`src/rtl/mat_operand_loader.sv`:
```
// ============================================================================
// mat_operand_loader : streams A then B (row-major, 4-bit beats) into two
// frozen flattened operand buses for the 4x4 matrix multiplier.
// Revision 1.0 - initial release
// ============================================================================
`default_nettype none

module mat_operand_loader #(
  parameter int ELEM_W = 4,
  parameter int DIM    = 4
) (
  input  logic                      clk,
  input  logic                      rst_n,
  input  logic                      flush,
  input  logic [ELEM_W-1:0]         in_data,
  input  logic                      in_valid,
  output logic                      in_ready,
  input  logic                      mat_ack,
  output logic                      mat_valid,
  output logic [DIM*DIM*ELEM_W-1:0] a_flat,
  output logic [DIM*DIM*ELEM_W-1:0] b_flat,
  output logic [5:0]                fill_count
);

  localparam int IDX_W = $clog2(DIM*DIM);
  localparam int LSB_W = $clog2(DIM*DIM*ELEM_W);
  localparam logic [IDX_W-1:0] LAST_IDX = IDX_W'(DIM*DIM-1);

  typedef enum logic [1:0] {
    LOAD_A = 2'd0,
    LOAD_B = 2'd1,
    HOLD   = 2'd2
  } state_t;

  state_t           state;
  logic [IDX_W-1:0] idx;
  logic [LSB_W-1:0] elem_lsb;
  logic             accept;

  assign accept   = in_valid && in_ready;
  assign elem_lsb = LSB_W'(idx) * LSB_W'(ELEM_W);

  always_ff @(posedge clk or negedge rst_n) begin
    if (!rst_n) begin
      state      <= LOAD_A;
      idx        <= '0;
      fill_count <= '0;
      in_ready   <= 1'b0;
      mat_valid  <= 1'b0;
      a_flat     <= '0;
      b_flat     <= '0;
    end else if (flush) begin
      // Abort wins over any beat or ack this cycle; operands are left as-is.
      state      <= LOAD_A;
      idx        <= '0;
      fill_count <= '0;
      in_ready   <= 1'b1;
      mat_valid  <= 1'b0;
    end else begin
      unique case (state)
        LOAD_A: begin
          // Also raises in_ready on the first edge out of reset.
          in_ready <= 1'b1;
          if (accept) begin
            a_flat[elem_lsb +: ELEM_W] <= in_data;
            idx        <= idx + IDX_W'(1);
            fill_count <= fill_count + 6'd1;
            if (idx == LAST_IDX) begin
              state <= LOAD_B;
            end
          end
        end
        LOAD_B: begin
          if (accept) begin
            b_flat[elem_lsb +: ELEM_W] <= in_data;
            idx        <= idx + IDX_W'(1);
            fill_count <= fill_count + 6'd1;
            if (idx == LAST_IDX) begin
              state     <= HOLD;
              mat_valid <= 1'b1;
              in_ready  <= 1'b0;
            end
          end
        end
        HOLD: begin
          if (mat_ack) begin
            state      <= LOAD_A;
            idx        <= '0;
            fill_count <= '0;
            mat_valid  <= 1'b0;
            in_ready   <= 1'b1;
          end
        end
        default: begin
          state <= LOAD_A;
        end
      endcase
    end
  end

endmodule

`default_nettype wire

```
`config.mk`:
```
export PLATFORM = sky130hd
export DESIGN_NAME = mat_operand_loader
export DESIGN_NICKNAME = d
export VERILOG_FILES = /design/src/rtl/mat_operand_loader.sv
export SDC_FILE = /design/constraint.sdc
export NUM_CORES = 1
export LEC_CHECK = 0
export BUFFER_PORTS_ARGS = -buffer_cell sky130_fd_sc_hd__buf_2
export CORE_UTILIZATION = 42
export DETAILED_ROUTE_END_ITERATION = 12
export PLACE_DENSITY = 0.65
export SLEW_MARGIN = 20
export SYNTH_ARGS = -nofsm -noshare
export SYNTH_HDL_FRONTEND = slang
export SYNTH_SLANG_ARGS = --single-unit
```
`constraint.sdc`:
```
create_clock -name clk -period 4.15 [get_ports clk]
set_clock_uncertainty 0.15 [all_clocks]
set_input_delay 0.2075 -clock clk [delete_from_list [all_inputs] [get_ports clk]]
set_output_delay 0.2075 -clock clk [all_outputs]
set_load 0.01 [all_outputs]
```
## Word level (Yosys, flattened, before mapping)

Index checks and enable logic that the tools add are counted.

| storage, ports and cells | value |
|---|---|
| flip-flop bits (word level) | 142 |
| input bits | 9 |

| operators by class | value |
|---|---|
| add/subtract/negate cells | 3 |
| equality and inequality tests | 9 |
| shift-type cells | 2 |
| multiplexer cells | 27 |
| bitwise logic cells | 1 |
| reductions and logical operators | 12 |

Operator list:

| kind | number |
|---|---|
| bitwise mux 64 bit | 2 |
| variable shift 4 x 8 -> 64 bit (first input constant) | 1 |
| variable part select 4 x 8 -> 64 bit | 1 |
| 2-to-1 mux 6 bit | 3 |
| inequality test 3 bit (second input constant) | 5 |
| 2-to-1 mux 2 bit | 6 |
| 2-to-1 mux 4 bit | 3 |
| case mux 6 bit (2 select lines) | 1 |
| AND reduction 3 bit | 3 |
| 2-to-1 mux 1 bit | 8 |
| negation 6 -> 8 bit | 1 |
| case mux 4 bit (2 select lines) | 1 |
| AND reduction 4 bit | 2 |
| adder 6 x 1 -> 6 bit (second input constant) | 1 |
| case mux 2 bit (3 select lines) | 1 |
| nonzero test 3 bit | 2 |
| AND reduction 5 bit | 1 |
| adder 4 x 1 -> 4 bit (second input constant) | 1 |
| equality test 4 bit (second input constant) | 1 |
| nonzero test 4 bit | 1 |
| inequality test 3 x 1 -> 1 bit (second input constant) | 1 |
| case mux 1 bit (3 select lines) | 1 |
| equality test 2 x 1 -> 1 bit (second input constant) | 1 |
| equality test 2 bit (second input constant) | 1 |
| other kinds (5) | 5 |

## Logic depth before layout (Yosys ltp)

Gate-level depths: netlist of run 1.

| depth | value |
|---|---|
| word-level depth | 5 |
| depth in mapped cells | 9 |
| mapped depth without buffers | 6 |

## Least setup slack after synthesis of run 1

No wires, ideal clock.

| timing | value |
|---|---|
| kind | register to register |
| from | reg idx[0] |
| to | reg a_flat[40] |
| setup time | 0.125 ns |
| data arrival time | 2.309 ns |
| data required time | 3.875 ns |
| setup slack | 1.566 ns |
| stages on the path, launching flop included | 9 |
| buffers on the path | 2 |
| cell sequence | dfrtp_1 clkbuf_1 inv_1 ha_1 buf_2 nor2b_1 nand2_1 or3b_4 mux2_4 |

| between the ends | value |
|---|---|
| longest elaborated chain between the ends | 3 |
| elaborated cells on any way between the ends | 4 |
| classes of those cells | 1 x add/sub; 2 x shift; 1 x mux |

Ends and longest elaborated chain:

| what | RTL line | source |
|---|---|---|
| start, declared | 36 | `logic [IDX_W-1:0] idx;` |
| start signal, assigned | 66 | `idx <= idx + IDX_W'(1);` |
| start signal, assigned | 76 | `idx <= idx + IDX_W'(1);` |
| negation 6 -> 8 bit (*) | 65 | `a_flat[elem_lsb +: ELEM_W] <= in_data;` |
| variable part select 4 x 8 -> 64 bit / variable shift 4 x 8 -> 64 bit (equally long branches) | 65 |  |
| bitwise mux 64 bit (*) | 65 |  |
| end signal, assigned by index | 65 |  |
| end, declared | 20 | `output logic [DIM*DIM*ELEM_W-1:0] a_flat,` |

Every way passes the cells marked *; elsewhere a longest branch is shown, timed or not.
A chain may end at the register's enable or synchronous reset.

## Worst setup path after layout of run 1

| timing | value |
|---|---|
| from | reg idx[1] |
| to | reg b_flat[57] |

| between the ends | value |
|---|---|
| longest elaborated chain between the ends | 3 |
| elaborated cells on any way between the ends | 4 |
| classes of those cells | 1 x add/sub; 2 x shift; 1 x mux |

Ends and longest elaborated chain:

| what | RTL line | source |
|---|---|---|
| negation 6 -> 8 bit (*) | 75 | `b_flat[elem_lsb +: ELEM_W] <= in_data;` |
| variable part select 4 x 8 -> 64 bit / variable shift 4 x 8 -> 64 bit (equally long branches) | 75 |  |
| bitwise mux 64 bit (*) | 75 |  |
| end signal, assigned by index | 75 |  |
| end, declared | 21 | `output logic [DIM*DIM*ELEM_W-1:0] b_flat,` |

Marks and branches as above.

==> results.yml, run 1 <==
worst_setup_path:
  endpoint_kind: "register"
  path_cells: "inv_1 -> ha_1 -> nor2b_1 -> nand2_1 -> or3_1 -> mux2_2"
  crit_path_start_kind: "register"
  slowest_stage: "dfrtp_1"
  reg2reg_slack_ps: 1300
  rr_endpoint: "b_flat[57]"
  worstPathRequired_ps: 4300
  r2r-start: "idx[1]"
  critPathKind: "register to register"
  cp.arrival_ps: 2990
  ff2ff_path_depth: 6
  cp.buffers_inverters: 1
  worst-path-max-fanout: 14
  crit_family: "simple AND/OR/NAND/NOR gates"
  slowest_delay_ps: 610
min_path:
  holdPathEnd: "idx[0]"
  worstHoldPathCells: 3
  min-delay-start: "in_valid"
  hp-class: "input pin to register"
job:
  drv_cap: 0
clock_network:
  worstSkewPairLatency_ps: 420
  path_clk_slew_ps: 60
  post-cts-setup-buffers: 0
  cts_tree: "built"
  clock_path_buffers: 2
  cts_root_buf: "clkbuf_16"
  htreeDepth: 4
  cts.sinks: 142
  numCtsBuffers: 17
finish:
  register_area_um2: 3550
  drive_gt1_share_pct: 52.8
  area_growth_pct: 24.5
  multi_input_area_um2: 2380
  nNetsFinal: 598
  fill_cells: 1242
  antennaDiodeCount: 0
  fin_cells: 773
die:
  row_count: 43
  fp.dieW_um: 122
  die_h_um: 122
  initial_core_util_pct: 43.4
  ios: 145
  fp.coreArea_um2: 14000
  die_area_um2: 14900
synth:
  synth_xor_area_share_pct: 1.59
  synthAdderAreaFrac_pct: 1.03
  synth_top_family_by_area: "multiplexers"
  synth.cell_area_um2: 6070
  syn_inst: 438
  yosysWarnings: 0
  synthMuxAreaShare_pct: 24.0
  synthSimpleGateAreaFrac_pct: 10.9
  yosysSeqAreaShare_pct: 58.6
  synthArstFlopShare_pct: 100
  synth_cell_type_count: 46
  avgSynthCellArea_um2: 13.9
  syn_nets: 452
  synth_edf_count: 0
  ys_ff_latch: 142
  synth_compound_area_share_pct: 1.77
  synthFlopType: "dfrtp_1"
place:
  place_ws_ps: 1360
  portBuffers: 144
  hpwl_um: 10200
  gp_congestion: 0.831
  dp_cells: 741
drt:
  ant_nets: 0
  first_pass_iters: 4
  drc: 0
  finalWirelength_um: 14700
  via_per_inst: 5.25
  wl_per_cell_um: 19.0
  drt_iter0_markers: 140
  vias: 4056
sta:
  fin_ws_ps: 1300
  max_slew_margin_pct: 41.5
  finalSetupTns_ps: 0
  rsz0062_at_grt: "no"
  post-route-period-util_pct: 68.6
  hold_viol_final: 0
  setup_viol: 0
  slew_violations: 0
  whs_ps: 44.3
  min_period_ps: 2850
  fmax_ghz: 0.351
  tightest_slew_ps: 878
global_routing:
  track_usage_pct: 20.6
  grt_pass1_vias: 4169
  grt_pass1_wl_um: 22900
  grt_overflow: 0
  antenna_found_initial: 0
  grt_max_degree: 113
power_and_ir_drop:
  powerDensity_nw_per_um2: 422
  ir_worst_vdd_uv: 296
  p_leak_nw: 4.14
status:
  status: "completed"
-- registers in the layout (all words and copies together), names as in the netlist --
| signal | flops |
|---|---|
| idx | 4 |
| state | 2 |
| in_ready | 1 |
| b_flat | 64 |
| fill_count | 6 |
| a_flat | 64 |
| mat_valid | 1 |
-- timing repair --
item	4_1_cts	5_1_grt
resized for setup	0	0
hold buffers	4	0
endpoints found under the hold margin	116	0
-- cell families after synthesis --
group	count (synthesis)
compound gates	17
xor+xnor	11
fa+ha+maj	5
buf+inv	30
flops	142
mux	128
simple gates	105
-- worst max-delay path by stage --
stage / depth (start not counted) / slack, ps / to / start
finish: 6 / 1300 / b_flat[57] / idx[1]
global route: 6 / 1040 / b_flat[57] / idx[0]
CTS: 6 / 1330 / b_flat[57] / idx[1]
detailed placement: 6 / 1360 / b_flat[56] / idx[0]
global placement: 6 / 1480 / b_flat[56] / idx[1]
floorplan: 8 / 1570 / a_flat[40] / idx[0]
-- synthesized netlist by cell type (all sizes together), types with 6 or more instances --
| library cell | number | area share (%) |
|---|---|---|
| dfrtp | 142 | 59 |
| and3 | 9 | 0.93 |
| and2 | 7 | 0.72 |
| nor3 | 12 | 1.5 |
| mux2 | 126 | 24 |
| inv | 8 | 0.49 |
| nor2 | 10 | 0.62 |
| xor2 | 6 | 0.87 |
| buf | 7 | 0.74 |
| clkbuf | 15 | 0.93 |
| nand2 | 15 | 0.93 |
| a21oi | 7 | 0.58 |
| nand3 | 19 | 1.6 |
| nor2b | 6 | 0.70 |
-- through the flow --
step | utilization [%] | power [W] | area, um^2
after global placement | 49.5 | 0.00167 | 6930
after CTS | 54.0 | 0.00322 | 7550
after floorplan | - | 0.00158 | 6070
final | 54.0 | 0.00319 | 7560
after detailed placement | 49.5 | 0.00168 | 6930
after global routing | 54.0 | 0.00329 | 7560
-- worst register-to-register path, delay by kind of cell, from the launching register on --
family | cells | cell delay [ps]
mux | 1 | 310
flops | 1 | 610
simple gates | 3 | 1060
fa+ha+maj | 1 | 460
buf+inv | 1 | 140
-- report_power, final --
part | internal (W) | switching (W) | total, W | leakage (nW)
Clock | 0.00100 | 0.000533 | 0.00153 | 0.294
Sequential | 0.00142 | 0.0000249 | 0.00145 | 1.95
Combinational | 0.0000777 | 0.000131 | 0.000209 | 1.89
-- cell usage in the layout (no fill, tap or decap), drive strengths merged, types with 3 or more instances in the layout --
cell	count
buf	144
dfrtp	142
mux2	126
clkbuf	20
nand3	19
nand2	15
nor3	12
nor2	10
and3	9
inv	8
a21oi	7
and2	7
xor2	6
nor2b	6
xnor2	5
nand2b	5
ha	5
clkinv	5
o21ai	4
nand4	4
bufinv	4
dlygate4sd3	4
nor3b	3
-- per-layer routing --
| layer | share of wire [%] | global-route usage, % |
|---|---|---|
| met4 | 1.5 | 6.63 |
| met3 | 7.8 | 7.91 |
| met2 | 48 | 32.7 |
| met1 | 43 | 25.8 |
| met5 | 0 | 0 |
-- area by class of cell --
class / instances / share of cell area, %
multi-input cells: 266 / 31.5
clock inverters: 9 / 1.92
repair buffers: 149 / 10.3
clock buffers: 19 / 5.86
well taps: 180 / 2.98
flip-flops and latches: 142 / 47.0
inverters: 8 / 0.397
Power figures use the tool's default switching activity.
==> run 2: changes to the inputs <==
--- a/config.mk
+++ b/config.mk
@@ -5,6 +5,7 @@
 export SDC_FILE = /design/constraint.sdc
 export NUM_CORES = 1
 export LEC_CHECK = 0
+export ABC_AREA = 1
 export BUFFER_PORTS_ARGS = -buffer_cell sky130_fd_sc_hd__buf_2
 export CORE_UTILIZATION = 42
 export DETAILED_ROUTE_END_ITERATION = 12
==> constraint.sdc (replaced) <==
create_clock -name clk -period 2.7 [get_ports clk]
set_clock_uncertainty 0.15 [all_clocks]
set_input_delay 0.135 -clock clk [delete_from_list [all_inputs] [get_ports clk]]
set_output_delay 0.135 -clock clk [all_outputs]
set_load 0.01 [all_outputs]
==> run 2 against run 1 <==
Compared with the run above: die area down 0.15%; maximum frequency increased by 16%; synthesized area is 0.14% lower; sequential power is 99% higher; clock-buffer cell count unchanged.
==> results.yml, run 2 <==
status:
  status: "completed"
synth:
  avgSynthCellArea_um2: 9.07
  yosysWarnings: 0
  synth_edf_count: 0
  syn_nets: 682
  syn_inst: 668
  synth.cell_area_um2: 6060
  synth_top_area_cell: "dfrtp_1"
  synth.area.top_cells: "dfrtp_1 59%, nand2_1 14%, o21ai_0 7.1%"
  synth_common_cells: "224 x nand2_1, 142 x dfrtp_1, 86 x o21ai_0, 49 x nand3_1, 44 x nand4_1"
  synth_most_common_cell: "nand2_1"
  synthArstFlopShare_pct: 100
  ys_ff_latch: 142
  synthFlopType: "dfrtp_1"
  yosysSeqAreaShare_pct: 58.7
  yosysTopAreaCellShare_pct: 58.7
  synth_cell_type_count: 25
finish:
  area_growth_pct: 27.6
  drive_gt1_share_pct: 24.1
  layout_commonest_cell: "nand2_1"
  most-common-layout-cells: "224 x nand2_1, 143 x buf_2, 142 x dfrtp_1"
  fin_cells: 1019
  nNetsFinal: 840
  reg_top3: "a_flat (64), b_flat (64), fill_count (6)"
  antennaDiodeCount: 0
power_and_ir_drop:
  powerDensity_nw_per_um2: 1030
  p_leak_nw: 4.23
  power_w: 0.00798
  ir_worst_vdd_uv: 531
die:
  row_count: 43
  ios: 145
  die_area_um2: 14900
  fp.dieW_um: 122
  initial_core_util_pct: 43.3
  die_h_um: 122
  fp.coreArea_um2: 14000
drt:
  via_per_inst: 5.16
  wl_per_cell_um: 15.6
  finalWirelength_um: 15900
  vias: 5260
  ant_nets: 0
  drc: 0
  drt_iter0_markers: 420
  first_pass_iters: 5
clock_network:
  cts_root_buf: "clkbuf_16"
  cts.sinks: 142
  clock_path_buffers: 2
  post-cts-setup-buffers: 0
  numCtsBuffers: 17
  path_clk_slew_ps: 60
  cts_tree: "built"
  htreeDepth: 4
  worstSkewPairLatency_ps: 420
sta:
  slew_violations: 0
  fin_ws_ps: 254
  post-route-period-util_pct: 90.6
  tightest_slew_ps: 624
  max_slew_margin_pct: 58.3
  setup_viol: 0
  hold_viol_final: 0
  finalSetupTns_ps: 0
  rsz0062_at_grt: "no"
  fmax_ghz: 0.409
  min_period_ps: 2450
global_routing:
  grt_overflow: 0
  grt_pass1_wl_um: 25300
  grt_busiest_layer: "met2"
  antenna_found_initial: 0
  use_met3_pct: 6.37
  grt_pass1_vias: 4932
  grtUsageMet2_pct: 34.6
  grt_max_degree: 73
  track_usage_pct: 22.3
  globalRouteMet1Util_pct: 29.6
worst_setup_path:
  worstPathRequired_ps: 2860
  crit_path_start_kind: "register"
  r2r-start: "idx[0]"
  ff2ff_path_depth: 8
  worst-path-max-fanout: 17
  cp.arrival_ps: 2610
  rr_endpoint: "b_flat[23]"
  reg2reg_slack_ps: 250
  critPathKind: "register to register"
  endpoint_kind: "register"
place:
  portBuffers: 144
  gp_congestion: 0.848
  dp_cells: 979
  hpwl_um: 11300
  place_ws_ps: 272
job:
  drv_cap: 0
min_path:
  hp-class: "input pin to asynchronous set/reset pin"
[run 2: critical path, stage by stage (launching register included)]
cell and delay (ps):
dfrtp_1 380, inv_1 180, ha_1 350, xor2_4 520, nand2_1 190, nor2_4 250, nand3_1 180, nand2_1 100
nand2_1 50
[run 2: logic make-up after synthesis]
logic type | share of synthesized area, %
simple gates | 26.8
flops | 58.7
compound gates | 7.64
buf+inv | 4.50
xor+xnor | 1.18
fa+ha+maj | 1.03
mux | 0.165
[run 2: through the flow]
stage          instance area (um^2)  utilization (%)  hold WS (ps)
2_1_floorplan                  6060                -          -311
3_3_place_gp                   6990             50.0         -16.9
3_5_place_dp                   6990             50.0         -13.4
4_1_cts                        7730             55.3           110
5_1_grt                        7730             55.3           140
6_report                       7730             55.3          93.1
[run 2: worst max-delay path by stage]
stage,to,slack [ps],startpoint
floorplan,a_flat[19],460,idx[0]
global placement,b_flat[29],350,idx[0]
detailed placement,b_flat[20],270,idx[0]
CTS,b_flat[20],260,idx[0]
global route,a_flat[43],40,idx[0]
finish,b_flat[23],250,idx[0]
[run 2: cell type report]
class / count / area [um^2]
fillers: 1256 / 6260
inverters: 37 / 139
repair buffers: 162 / 907
multi-input cells: 466 / 2240
clock inverters: 13 / 209
clock buffers: 19 / 453
flip-flops and latches: 142 / 3550
well taps: 180 / 225
[run 2: metal layers]
metal,vias up,wire length (um)
met3,28,890
met1,2547,7150
met5,-,0
met2,147,7600
met4,0,300
li1,2538,-
[run 2: power breakdown]
group	switching (W)	internal [W]
sequential	0.000310	0.00257
combinational	0.00171	0.000770
clock	0.000923	0.00169
[run 2: timing repair]
action / CTS / global route
gates resized for setup: 0 / 0
endpoints found under the hold margin: 94 / 0
hold buffers: 8 / 0
endpoints found under the setup margin: 0 / 0
==> run 3: changes to the inputs <==
--- a/config.mk
+++ b/config.mk
@@ -7,9 +7,12 @@
 export LEC_CHECK = 0
 export ABC_AREA = 1
 export BUFFER_PORTS_ARGS = -buffer_cell sky130_fd_sc_hd__buf_2
+export CORE_MARGIN = 5
 export CORE_UTILIZATION = 42
+export CTS_CLUSTER_SIZE = 28
 export DETAILED_ROUTE_END_ITERATION = 12
 export PLACE_DENSITY = 0.65
+export SKIP_LAST_GASP = 1
 export SLEW_MARGIN = 20
 export SYNTH_ARGS = -nofsm -noshare
 export SYNTH_HDL_FRONTEND = slang
==> run 3 against run 2 <==
Compared with the run above: die area rose by 14%; critical path type unchanged; critical path depth unchanged; register-to-register slack better by 100 ps; highest routed layer unchanged; total power is 3.5% lower; first-iteration DRC count is 12% lower; hold slack improved by 5.2 ps; combinational power grew 3%; utilization decreased by 0.46 points.
==> results.yml, run 3 (synthesized netlist as in run 2, its figures left out) <==
status:
  status: "completed"
worst_setup_path:
  crit_path_start_kind: "register"
  worstPathRequired_ps: 2820
  critPathKind: "register to register"
  cp.buffers_inverters: 2
  endpoint_kind: "register"
  crit_family: "simple AND/OR/NAND/NOR gates"
  cp.arrival_ps: 2460
  slowest_stage: "dfrtp_1"
  path_cells: "inv_1 -> ha_1 -> inv_1 -> nand3_1 -> nor2_2 -> nand3_1 -> nand2_1 -> o21ai_0"
  slowest_delay_ps: 420
  worst-path-max-fanout: 8
sta:
  post-route-period-util_pct: 86.7
  rsz0062_at_grt: "no"
  min_period_ps: 2340
  finalSetupTns_ps: 0
  slew_violations: 0
  max_slew_margin_pct: 57.3
  whs_ps: 98.4
  hold_viol_final: 0
  fmax_ghz: 0.427
  setup_viol: 0
  tightest_slew_ps: 636
job:
  drv_cap: 0
place:
  portBuffers: 144
  gp_congestion: 0.808
  hpwl_um: 11800
  dp_cells: 981
min_path:
  hp-class: "input pin to asynchronous set/reset pin"
drt:
  via_per_inst: 5.09
  first_pass_iters: 5
  finalWirelength_um: 16400
  drt_iter0_markers: 369
  vias: 5197
  drc: 0
  ant_nets: 0
  wl_per_cell_um: 16.0
finish:
  drive_gt1_share_pct: 24.4
  layout_commonest_cell: "nand2_1"
  antennaDiodeCount: 0
  fin_cells: 1021
  fin_util_pct: 54.8
  reg_top3: "a_flat (64), b_flat (64), fill_count (6)"
  area_growth_pct: 26.6
  most-common-layout-cells: "224 x nand2_1, 143 x buf_2, 142 x dfrtp_1"
  nNetsFinal: 842
clock_network:
  cts_root_buf: "clkbuf_16"
  cts_tree: "built"
  clock_path_buffers: 2
  cts.sinks: 142
  path_clk_slew_ps: 60
  post-cts-setup-buffers: 0
  worstSkewPairLatency_ps: 420
  numCtsBuffers: 17
  htreeDepth: 4
global_routing:
  antenna_found_initial: 0
  grt_pass1_vias: 5059
  grt_overflow: 0
  track_usage_pct: 20.3
  grt_pass1_wl_um: 26700
  grt_max_degree: 57
power_and_ir_drop:
  powerDensity_nw_per_um2: 1000
  power_w: 0.00770
  ir_worst_vdd_uv: 485
  p_leak_nw: 4.21
die:
  ios: 145
  die_h_um: 130
  die_area_um2: 16900
  row_count: 43
  fp.coreArea_um2: 14000
  initial_core_util_pct: 43.3
  fp.dieW_um: 130
==> run 3: cell count changes in the layout (fill, tap and decap cells not counted) <==
cell	before	now
clkinv_4	0	1
nor2_2	2	3
inv_6	3	2
clkinvlp_4	3	4
buf_4	8	10
clkinv_2	2	5
clkbuf_8	2	1
nor2_1	28	27
bufinv_16	5	2
==> run 3: final cells by class <==
type	count	area, um^2
fillers	1311	6320
flip-flops and latches	142	3550
multi-input cells	466	2250
repair buffers	164	922
clock buffers	18	439
well taps	180	225
clock inverters	14	141
inverters	37	139
==> run 3: through the flow <==
step / setup WS (ps) / area [um^2]
floorplan: 463 / 6060
global placement: 371 / 7000
detailed placement: 159 / 7000
CTS: 183 / 7660
global route: 90.8 / 7670
finish: 358 / 7670
==> run 3: metal layers <==
layer | global-route usage (%) | part of all wire [%] | vias to the layer above
met5 | 0 | 0 | -
met4 | 6.36 | 1.4 | 0
met3 | 5.08 | 6.6 | 20
met2 | 31.5 | 47 | 151
met1 | 28.1 | 44 | 2475
li1 | - | - | 2551
==> run 3: power by group <==
group          leakage [nW]  internal [W]  switching (W)
sequential             1.96       0.00257       0.000303
combinational          1.97      0.000803        0.00174
clock                 0.278       0.00138       0.000898
total                  4.21       0.00476        0.00295
==> run 3: path summary, 6_finish.rpt <==
check | slack [ps] | start | depth (start not counted) | endpoint
worst max-delay path | 360 | idx[1] | 8 | b_flat[18]
worst min-delay path | 100 | rst_n | 2 | a_flat[4]
worst max register to register | 360 | idx[1] | 8 | b_flat[18]
worst min register to register | 310 | a_flat[23] | 2 | a_flat[23]
max in group asynchronous | 1500 | rst_n | 3 | b_flat[62]
min in group clk | 190 | in_valid | 5 | state[0]
==> run 3: worst reg2reg max path, cell delays in order, from the launching register on <==
cell and delay (ps):
dfrtp_1 420, inv_1 100, ha_1 390, inv_1 180
nand3_1 160, nor2_2 280, nand3_1 280, nand2_1 130
o21ai_0 100
==> run 3: timing repair <==
| item | 4_1_cts | 5_1_grt |
|---|---|---|
| endpoints found under the hold margin | 123 | 0 |
| setup endpoints to repair | 0 | 6 |
| hold buffers | 8 | 0 |
| gates resized for setup | 0 | 1 |
